==> src/rtl/reserv_station_if.sv <==
// Dispatch, CDB snoop, status and issue signals of one reservation station.
// master = dispatcher/functional-unit side, slave = the station itself.
interface reserv_station_if #(
    parameter int unsigned DEPTH   = 4,
    parameter int unsigned NOPS    = 2,
    parameter int unsigned DATA_W  = 32,
    parameter int unsigned TAG_W   = 4,
    parameter int unsigned OP_W    = 4,
    parameter int unsigned EXTRA_W = 64,
    parameter int unsigned CDB_N   = 2
);
    logic                         flush;
    logic                         in_ce;
    logic [TAG_W-1:0]             in_target;
    logic [OP_W-1:0]              in_op;
    logic [NOPS*DATA_W-1:0]       in_val;
    logic [NOPS*TAG_W-1:0]        in_tag;
    logic [EXTRA_W-1:0]           in_extra;
    logic [CDB_N*TAG_W-1:0]       cdb_tag;
    logic [CDB_N*DATA_W-1:0]      cdb_val;
    logic                         full;
    logic [$clog2(DEPTH+1)-1:0]   count;
    logic                         overflow;
    logic                         iss_valid;
    logic                         iss_ready;
    logic [TAG_W-1:0]             iss_target;
    logic [OP_W-1:0]              iss_op;
    logic [NOPS*DATA_W-1:0]       iss_val;
    logic [EXTRA_W-1:0]           iss_extra;

    modport master (
        output flush, in_ce, in_target, in_op, in_val, in_tag, in_extra,
               cdb_tag, cdb_val, iss_ready,
        input  full, count, overflow, iss_valid, iss_target, iss_op, iss_val, iss_extra
    );

    modport slave (
        input  flush, in_ce, in_target, in_op, in_val, in_tag, in_extra,
               cdb_tag, cdb_val, iss_ready,
        output full, count, overflow, iss_valid, iss_target, iss_op, iss_val, iss_extra
    );
endinterface

==> src/rtl/reserv_station.sv <==
// Age-ordered reservation station: collapsing queue (index 0 oldest) with CDB wakeup,
// dispatch bypass and oldest-ready selection feeding one functional unit.
module reserv_station #(
    parameter int unsigned DEPTH   = 4,
    parameter int unsigned NOPS    = 2,
    parameter int unsigned DATA_W  = 32,
    parameter int unsigned TAG_W   = 4,
    parameter int unsigned OP_W    = 4,
    parameter int unsigned EXTRA_W = 64,
    parameter int unsigned CDB_N   = 2
) (
    input logic             clk,
    input logic             rst,
    reserv_station_if.slave bus
);
    localparam int unsigned      CW          = $clog2(DEPTH + 1);
    localparam int unsigned      IW          = $clog2(DEPTH);
    localparam logic [TAG_W-1:0] TAG_INVALID = '1;

    typedef struct packed {
        logic [TAG_W-1:0]  tag;
        logic [DATA_W-1:0] val;
    } opnd_t;

    typedef struct packed {
        logic [TAG_W-1:0]   target;
        logic [OP_W-1:0]    op;
        logic [EXTRA_W-1:0] extra;
        opnd_t [NOPS-1:0]   ops;
    } entry_t;

    entry_t           ent_q [DEPTH];
    entry_t           ent_d [DEPTH];
    entry_t           woke  [DEPTH];
    entry_t           nent;
    logic [CW-1:0]    count_q;
    logic [CW-1:0]    count_d;
    logic [CW-1:0]    pos;
    logic             full_q;
    logic             ovf_q;
    logic [DEPTH-1:0] rdy;
    logic [IW-1:0]    sel;
    logic             any_rdy;
    logic             fire;
    logic             attempt;
    logic             accept;

    function automatic opnd_t snoop(input opnd_t o,
                                    input logic [CDB_N*TAG_W-1:0]  ctag,
                                    input logic [CDB_N*DATA_W-1:0] cval);
        opnd_t r;
        r = o;
        // Scan high to low so the lowest matching port is the last writer.
        for (int unsigned p = CDB_N; p > 0; p--) begin
            if (o.tag != TAG_INVALID && ctag[(p-1)*TAG_W +: TAG_W] == o.tag) begin
                r.tag = TAG_INVALID;
                r.val = cval[(p-1)*DATA_W +: DATA_W];
            end
        end
        return r;
    endfunction

    always_comb begin
        rdy     = '0;
        sel     = '0;
        any_rdy = 1'b0;
        for (int unsigned i = 0; i < DEPTH; i++) begin
            rdy[i] = (CW'(i) < count_q);
            for (int unsigned k = 0; k < NOPS; k++)
                if (ent_q[i].ops[k].tag != TAG_INVALID) rdy[i] = 1'b0;
            if (rdy[i] && !any_rdy) begin
                sel     = IW'(i);
                any_rdy = 1'b1;
            end
        end
    end

    assign bus.iss_valid = any_rdy & ~bus.flush;
    assign fire          = bus.iss_valid & bus.iss_ready;
    assign attempt       = bus.in_ce & (bus.in_target != TAG_INVALID) & ~bus.flush;
    assign accept        = attempt & ~full_q;

    always_comb begin
        bus.iss_target = TAG_INVALID;
        bus.iss_op     = '0;
        bus.iss_val    = '0;
        bus.iss_extra  = '0;
        if (bus.iss_valid) begin
            bus.iss_target = ent_q[sel].target;
            bus.iss_op     = ent_q[sel].op;
            bus.iss_extra  = ent_q[sel].extra;
            for (int unsigned k = 0; k < NOPS; k++)
                bus.iss_val[k*DATA_W +: DATA_W] = ent_q[sel].ops[k].val;
        end
    end

    always_comb begin
        for (int unsigned i = 0; i < DEPTH; i++) begin
            woke[i] = ent_q[i];
            for (int unsigned k = 0; k < NOPS; k++)
                woke[i].ops[k] = snoop(ent_q[i].ops[k], bus.cdb_tag, bus.cdb_val);
        end
    end

    always_comb begin
        nent        = '0;
        nent.target = bus.in_target;
        nent.op     = bus.in_op;
        nent.extra  = bus.in_extra;
        for (int unsigned k = 0; k < NOPS; k++)
            nent.ops[k] = snoop({bus.in_tag[k*TAG_W +: TAG_W], bus.in_val[k*DATA_W +: DATA_W]},
                                bus.cdb_tag, bus.cdb_val);

        pos     = fire ? count_q - CW'(1) : count_q;
        count_d = bus.flush ? '0 : count_q + CW'(accept) - CW'(fire);

        // Entries at or above the issued slot collapse down by one; slots past count are don't-care.
        for (int unsigned i = 0; i < DEPTH; i++)
            ent_d[i] = woke[i];
        for (int unsigned i = 0; i < DEPTH - 1; i++)
            if (fire && IW'(i) >= sel) ent_d[i] = woke[i+1];
        for (int unsigned i = 0; i < DEPTH; i++)
            if (accept && CW'(i) == pos) ent_d[i] = nent;
    end

    always_ff @(posedge clk or posedge rst) begin
        if (rst) begin
            count_q <= '0;
            full_q  <= 1'b0;
            ovf_q   <= 1'b0;
            for (int unsigned i = 0; i < DEPTH; i++)
                ent_q[i] <= '0;
        end else begin
            count_q <= count_d;
            full_q  <= (count_d == CW'(DEPTH));
            ovf_q   <= ovf_q | (attempt & full_q);
            for (int unsigned i = 0; i < DEPTH; i++)
                ent_q[i] <= ent_d[i];
        end
    end

    assign bus.count    = count_q;
    assign bus.full     = full_q;
    assign bus.overflow = ovf_q;
endmodule
==> src/flat_wrapper.sv <==
// flat-port wrapper written by rule: the top's interface ports become plain ports
module reserv_station_flat 
#(
    parameter int unsigned DEPTH   = 4,
    parameter int unsigned NOPS    = 2,
    parameter int unsigned DATA_W  = 32,
    parameter int unsigned TAG_W   = 4,
    parameter int unsigned OP_W    = 4,
    parameter int unsigned EXTRA_W = 64,
    parameter int unsigned CDB_N   = 2
)
  (clk, rst, bus_flush, bus_in_ce, bus_in_target, bus_in_op, bus_in_val, bus_in_tag, bus_in_extra, bus_cdb_tag, bus_cdb_val, bus_iss_ready, bus_full, bus_count, bus_overflow, bus_iss_valid, bus_iss_target, bus_iss_op, bus_iss_val, bus_iss_extra);
  reserv_station_if #(.DEPTH(DEPTH), .NOPS(NOPS), .DATA_W(DATA_W), .TAG_W(TAG_W), .OP_W(OP_W), .EXTRA_W(EXTRA_W), .CDB_N(CDB_N)) bus_i ();
  input logic clk;
  input logic rst;
  input wire logic [$bits(bus_i.flush)-1:0] bus_flush;
  input wire logic [$bits(bus_i.in_ce)-1:0] bus_in_ce;
  input wire logic [$bits(bus_i.in_target)-1:0] bus_in_target;
  input wire logic [$bits(bus_i.in_op)-1:0] bus_in_op;
  input wire logic [$bits(bus_i.in_val)-1:0] bus_in_val;
  input wire logic [$bits(bus_i.in_tag)-1:0] bus_in_tag;
  input wire logic [$bits(bus_i.in_extra)-1:0] bus_in_extra;
  input wire logic [$bits(bus_i.cdb_tag)-1:0] bus_cdb_tag;
  input wire logic [$bits(bus_i.cdb_val)-1:0] bus_cdb_val;
  input wire logic [$bits(bus_i.iss_ready)-1:0] bus_iss_ready;
  output wire logic [$bits(bus_i.full)-1:0] bus_full;
  output wire logic [$bits(bus_i.count)-1:0] bus_count;
  output wire logic [$bits(bus_i.overflow)-1:0] bus_overflow;
  output wire logic [$bits(bus_i.iss_valid)-1:0] bus_iss_valid;
  output wire logic [$bits(bus_i.iss_target)-1:0] bus_iss_target;
  output wire logic [$bits(bus_i.iss_op)-1:0] bus_iss_op;
  output wire logic [$bits(bus_i.iss_val)-1:0] bus_iss_val;
  output wire logic [$bits(bus_i.iss_extra)-1:0] bus_iss_extra;
  assign bus_i.flush = bus_flush;
  assign bus_i.in_ce = bus_in_ce;
  assign bus_i.in_target = bus_in_target;
  assign bus_i.in_op = bus_in_op;
  assign bus_i.in_val = bus_in_val;
  assign bus_i.in_tag = bus_in_tag;
  assign bus_i.in_extra = bus_in_extra;
  assign bus_i.cdb_tag = bus_cdb_tag;
  assign bus_i.cdb_val = bus_cdb_val;
  assign bus_i.iss_ready = bus_iss_ready;
  assign bus_full = bus_i.full;
  assign bus_count = bus_i.count;
  assign bus_overflow = bus_i.overflow;
  assign bus_iss_valid = bus_i.iss_valid;
  assign bus_iss_target = bus_i.iss_target;
  assign bus_iss_op = bus_i.iss_op;
  assign bus_iss_val = bus_i.iss_val;
  assign bus_iss_extra = bus_i.iss_extra;
  reserv_station #(.DEPTH(DEPTH), .NOPS(NOPS), .DATA_W(DATA_W), .TAG_W(TAG_W), .OP_W(OP_W), .EXTRA_W(EXTRA_W), .CDB_N(CDB_N)) u_core (.clk(clk), .rst(rst), .bus(bus_i));
endmodule
==> config.mk <==
export PLATFORM = sky130hd
export DESIGN_NAME = reserv_station_flat
export DESIGN_NICKNAME = d
export VERILOG_FILES = /design/src/rtl/reserv_station_if.sv /design/src/rtl/reserv_station.sv /design/src/flat_wrapper.sv
export SDC_FILE = /design/constraint.sdc
export NUM_CORES = 2
export LEC_CHECK = 0
export CAP_MARGIN = 20
export CORE_UTILIZATION = 45
export DETAILED_ROUTE_END_ITERATION = 10
export PLACE_DENSITY_LB_ADDON = 0.05
export SLEW_MARGIN = 20
export SYNTH_ARGS = -nofsm -noshare
export SYNTH_HDL_FRONTEND = slang
export SYNTH_SLANG_ARGS = --single-unit
==> constraint.sdc <==
create_clock -name clk -period 24.5 [get_ports clk]
set_input_delay 4.9 -clock clk [delete_from_list [all_inputs] [get_ports clk]]
set_output_delay 4.9 -clock clk [all_outputs]
set_load 0.005 [all_outputs]
==> run summary <==
Remaining DRCs: 0
Pwr dens: 138.7 nW/um2
Worst slew pin tran: 1.210 ns
Yosys top cell by area: dfrtp_1
Post-CTS Setup Bufs: 0
Starting Density: 45.55%
Synth warn: 0
Setup Viol. Count Final: 0
Bufs on Longest Clock Path: 3
Routed Antenna Nets: 0
Critical Path RT: 19.60 ns
VDD IR max: 0.2152 mV
Post-Syn Area per Cell: 8.422 um2
Slew Viols, Final: 0
Syn Std Cell Area: 39640 um2
Total Wirelength: 171.3 mm
DR WL/cell: 28.97 um
Crit Path Class: input pin to primary output
Area Growth Syn to Fin: 15.52%
Clk sinks: 581
TNS Setup: 0 ns
Skew final: 0.01708 ns
Post_cts resized: 0
Sequential share of power: 28.1%
Clock share of power: 16.9%
Syn Inst Count: 4706
GPL Wtd Cong: 0.9062
Clock root buffer: clkbuf_16
CTS clk-pin slew, worst paths: 0.06 ns
HP Class: flop to flop
Sw Ratio: 45.45%
Fin nets: 4924
Post-layout min period: 12.93 ns
Largest cells by area after synthesis: dfrtp_1 37%, mux2i_1 11%, nand2_1 5.7%
DR iter-0 viols: 3994
Post-synth EDFFs: 0
Fill count: 8233
CP max stage delay: 0.85 ns
Worst-skew pair later-pin latency: 0.64 ns
CP most frequent cell: clkdlybuf4s50_1
Crit start category: input pin
Status: completed
Maximum fanout along the worst path: 117
Sequential area share after synthesis: 36.68%
CTS tree: done
Area of the multi-input gates: 23150 um2
CP max-delay cell: buf_4
Area after DPL: 43480 um2
First-pass GRT wire length: 254.4 mm
Register Area: 14540 um2
Crit path cell chain: clkdlybuf4s50_1, a41oi_4, buf_4, and3_1, clkdlybuf4s50_1
Final hold viol count: 0
Yosys reg bits: 581
Dpl ws: 11.63 ns
Number of max-cap violations: 0
Synth top cells by count: 606 x nand2_1, 581 x dfrtp_1, 424 x clkbuf_1, 424 x mux2i_1, 368 x nor2_1
Final Cycle Share: 52.78%
Synth async-reset ratio: 100.0%
Gate power share: 55.1%
Leakage: 18.08 nW
Internal Power: 3.464 mW
DP Wirelength: 95.65 mm
RSZ-0062 raised after global routing: false
Count leader, synth: nand2_1
Count of cell types in the netlist: 51
Ys flop type: dfrtp_1
DIE WIDTH: 298.8 um
Core Util, Final: 52.61%
Global-route usage over all layers: 37.40%
Fmax: 77.34 MHz
Row count: 108
Switching power: 2.886 mW
# port buffers: 362
Global route overflow: 0
Vias: 39100
Syn nets: 4932
Yosys top cell area share: 36.68%
Vias/cell: 6.612
WP data arrival: 8.03 ns
Die area: 89270 um2
Max_slew headroom: 19.36%
CTS Buf Count: 72
CORE AREA: 87020 um2
Number of global-route vias before repair: 38090
Share of layout cells above drive strength 1: 9.933%
Setup WS post-layout: 11.57 ns
Largest net degree at the start of global routing: 146
Hold buffer count at CTS: 0
Post-route cell area: 45790 um2
Crit end category: primary output
Die height: 298.8 um
H-Tree Depth: 3
Pre-Repair DR Iteration Count: 7
IO Pins: 363
Initial antenna violation count: 19
-- power by group through the flow --
| stage | logic [mW] | registers (mW) | clock network (mW) |
|---|---|---|---|
| after global routing | 3.72 | 1.82 | 1.12 |
| after global placement | 3.40 | 1.77 | 0 |
| final | 3.50 | 1.78 | 1.07 |
| after floorplan | 2.27 | 1.67 | 0 |
| after CTS | 3.42 | 1.76 | 1.08 |
| after detailed placement | 3.41 | 1.78 | 0 |
-- final timing paths --
check                                    startpoint             endpoint  slack (ns)  cells after the start
worst max-delay path                      bus_flush      bus_iss_val[29]       11.57                      5
worst min-delay path            u_core.bus.overflow  u_core.bus.overflow        0.46                      1
worst max register to register  u_core.bus.count[1]     u_core.ent_q[41]       19.29                     10
worst min register to register  u_core.bus.overflow  u_core.bus.overflow        0.46                      1
max in group asynchronous                       rst    u_core.ent_q[187]       16.69                      5
min in group asynchronous                       rst     u_core.ent_q[83]        4.87                      2
-- cell families after synthesis --
kind of cell    share of synthesized area (%)
simple gates                            19.32
buf+inv                                 5.628
compound gates                          18.49
flops                                   36.68
xor+xnor                                1.856
mux                                     17.85
fa+ha+maj                              0.1768
-- state kept, by name, summed over array words and instances (netlist names) --
name and cells:
u_core.bus.overflow 1, u_core.ent_q 576, u_core.bus.count 3, u_core.bus.full 1
-- worst max-delay path, delay by kind of cell --
family / cells / cell delay, ns
buf+inv: 3 / 1.95
simple gates: 1 / 0.30
compound gates: 1 / 0.77
-- through the flow --
stage               power (mW)  hold slack, ns  instances
finish                   6.350          0.4649       5914
CTS                      6.264          0.4702       5907
floorplan                3.942          0.4602       4706
global route             6.661          0.5066       5912
global placement         5.172          0.4552       5779
detailed placement       5.188          0.4564       5779
-- area by class of cell --
| type | instances | area share, % |
|---|---|---|
| inverter | 6 | 0.06559 |
| tap | 1155 | 3.156 |
| antenna | 7 | 0.03826 |
| sequential | 581 | 31.75 |
| clock inverter | 29 | 0.6340 |
| clock buffer | 99 | 4.356 |
| multi-input combinational | 3589 | 50.56 |
| timing repair buffer | 448 | 9.433 |
-- cells in the final DEF, fill, tap and decap left out, types with 52 or more instances in the layout --
| cell type | synthesis | layout |
|---|---|---|
| nand2_1 | 606 | 603 |
| dfrtp_1 | 581 | 581 |
| mux2i_1 | 424 | 420 |
| nor2_1 | 368 | 363 |
| clkdlybuf4s50_1 | 0 | 362 |
| o21ai_0 | 344 | 344 |
| a31oi_1 | 337 | 336 |
| nand3_1 | 311 | 306 |
| and3_1 | 206 | 205 |
| mux2_2 | 182 | 180 |
| nor3_1 | 138 | 137 |
| o21a_1 | 97 | 96 |
| buf_4 | 10 | 82 |
| clkbuf_16 | 0 | 73 |
| a211oi_1 | 73 | 72 |
| a2bb2oi_1 | 64 | 64 |
| a21oi_1 | 65 | 64 |
| o2bb2ai_1 | 62 | 62 |
| o31ai_1 | 62 | 62 |
| xnor2_1 | 54 | 54 |
| mux2_4 | 52 | 52 |
-- per-layer routing --
| metal | GRT usage, % | up-vias | part of all wire, % |
|---|---|---|---|
| li1 | - | 16990 | - |
| met1 | 49.61 | 19230 | 41 |
| met2 | 57.12 | 2335 | 44 |
| met3 | 9.844 | 527 | 10 |
| met4 | 16.80 | 22 | 4.6 |
| met5 | 0 | - | 0.087 |
Power figures use the tool's default switching activity.
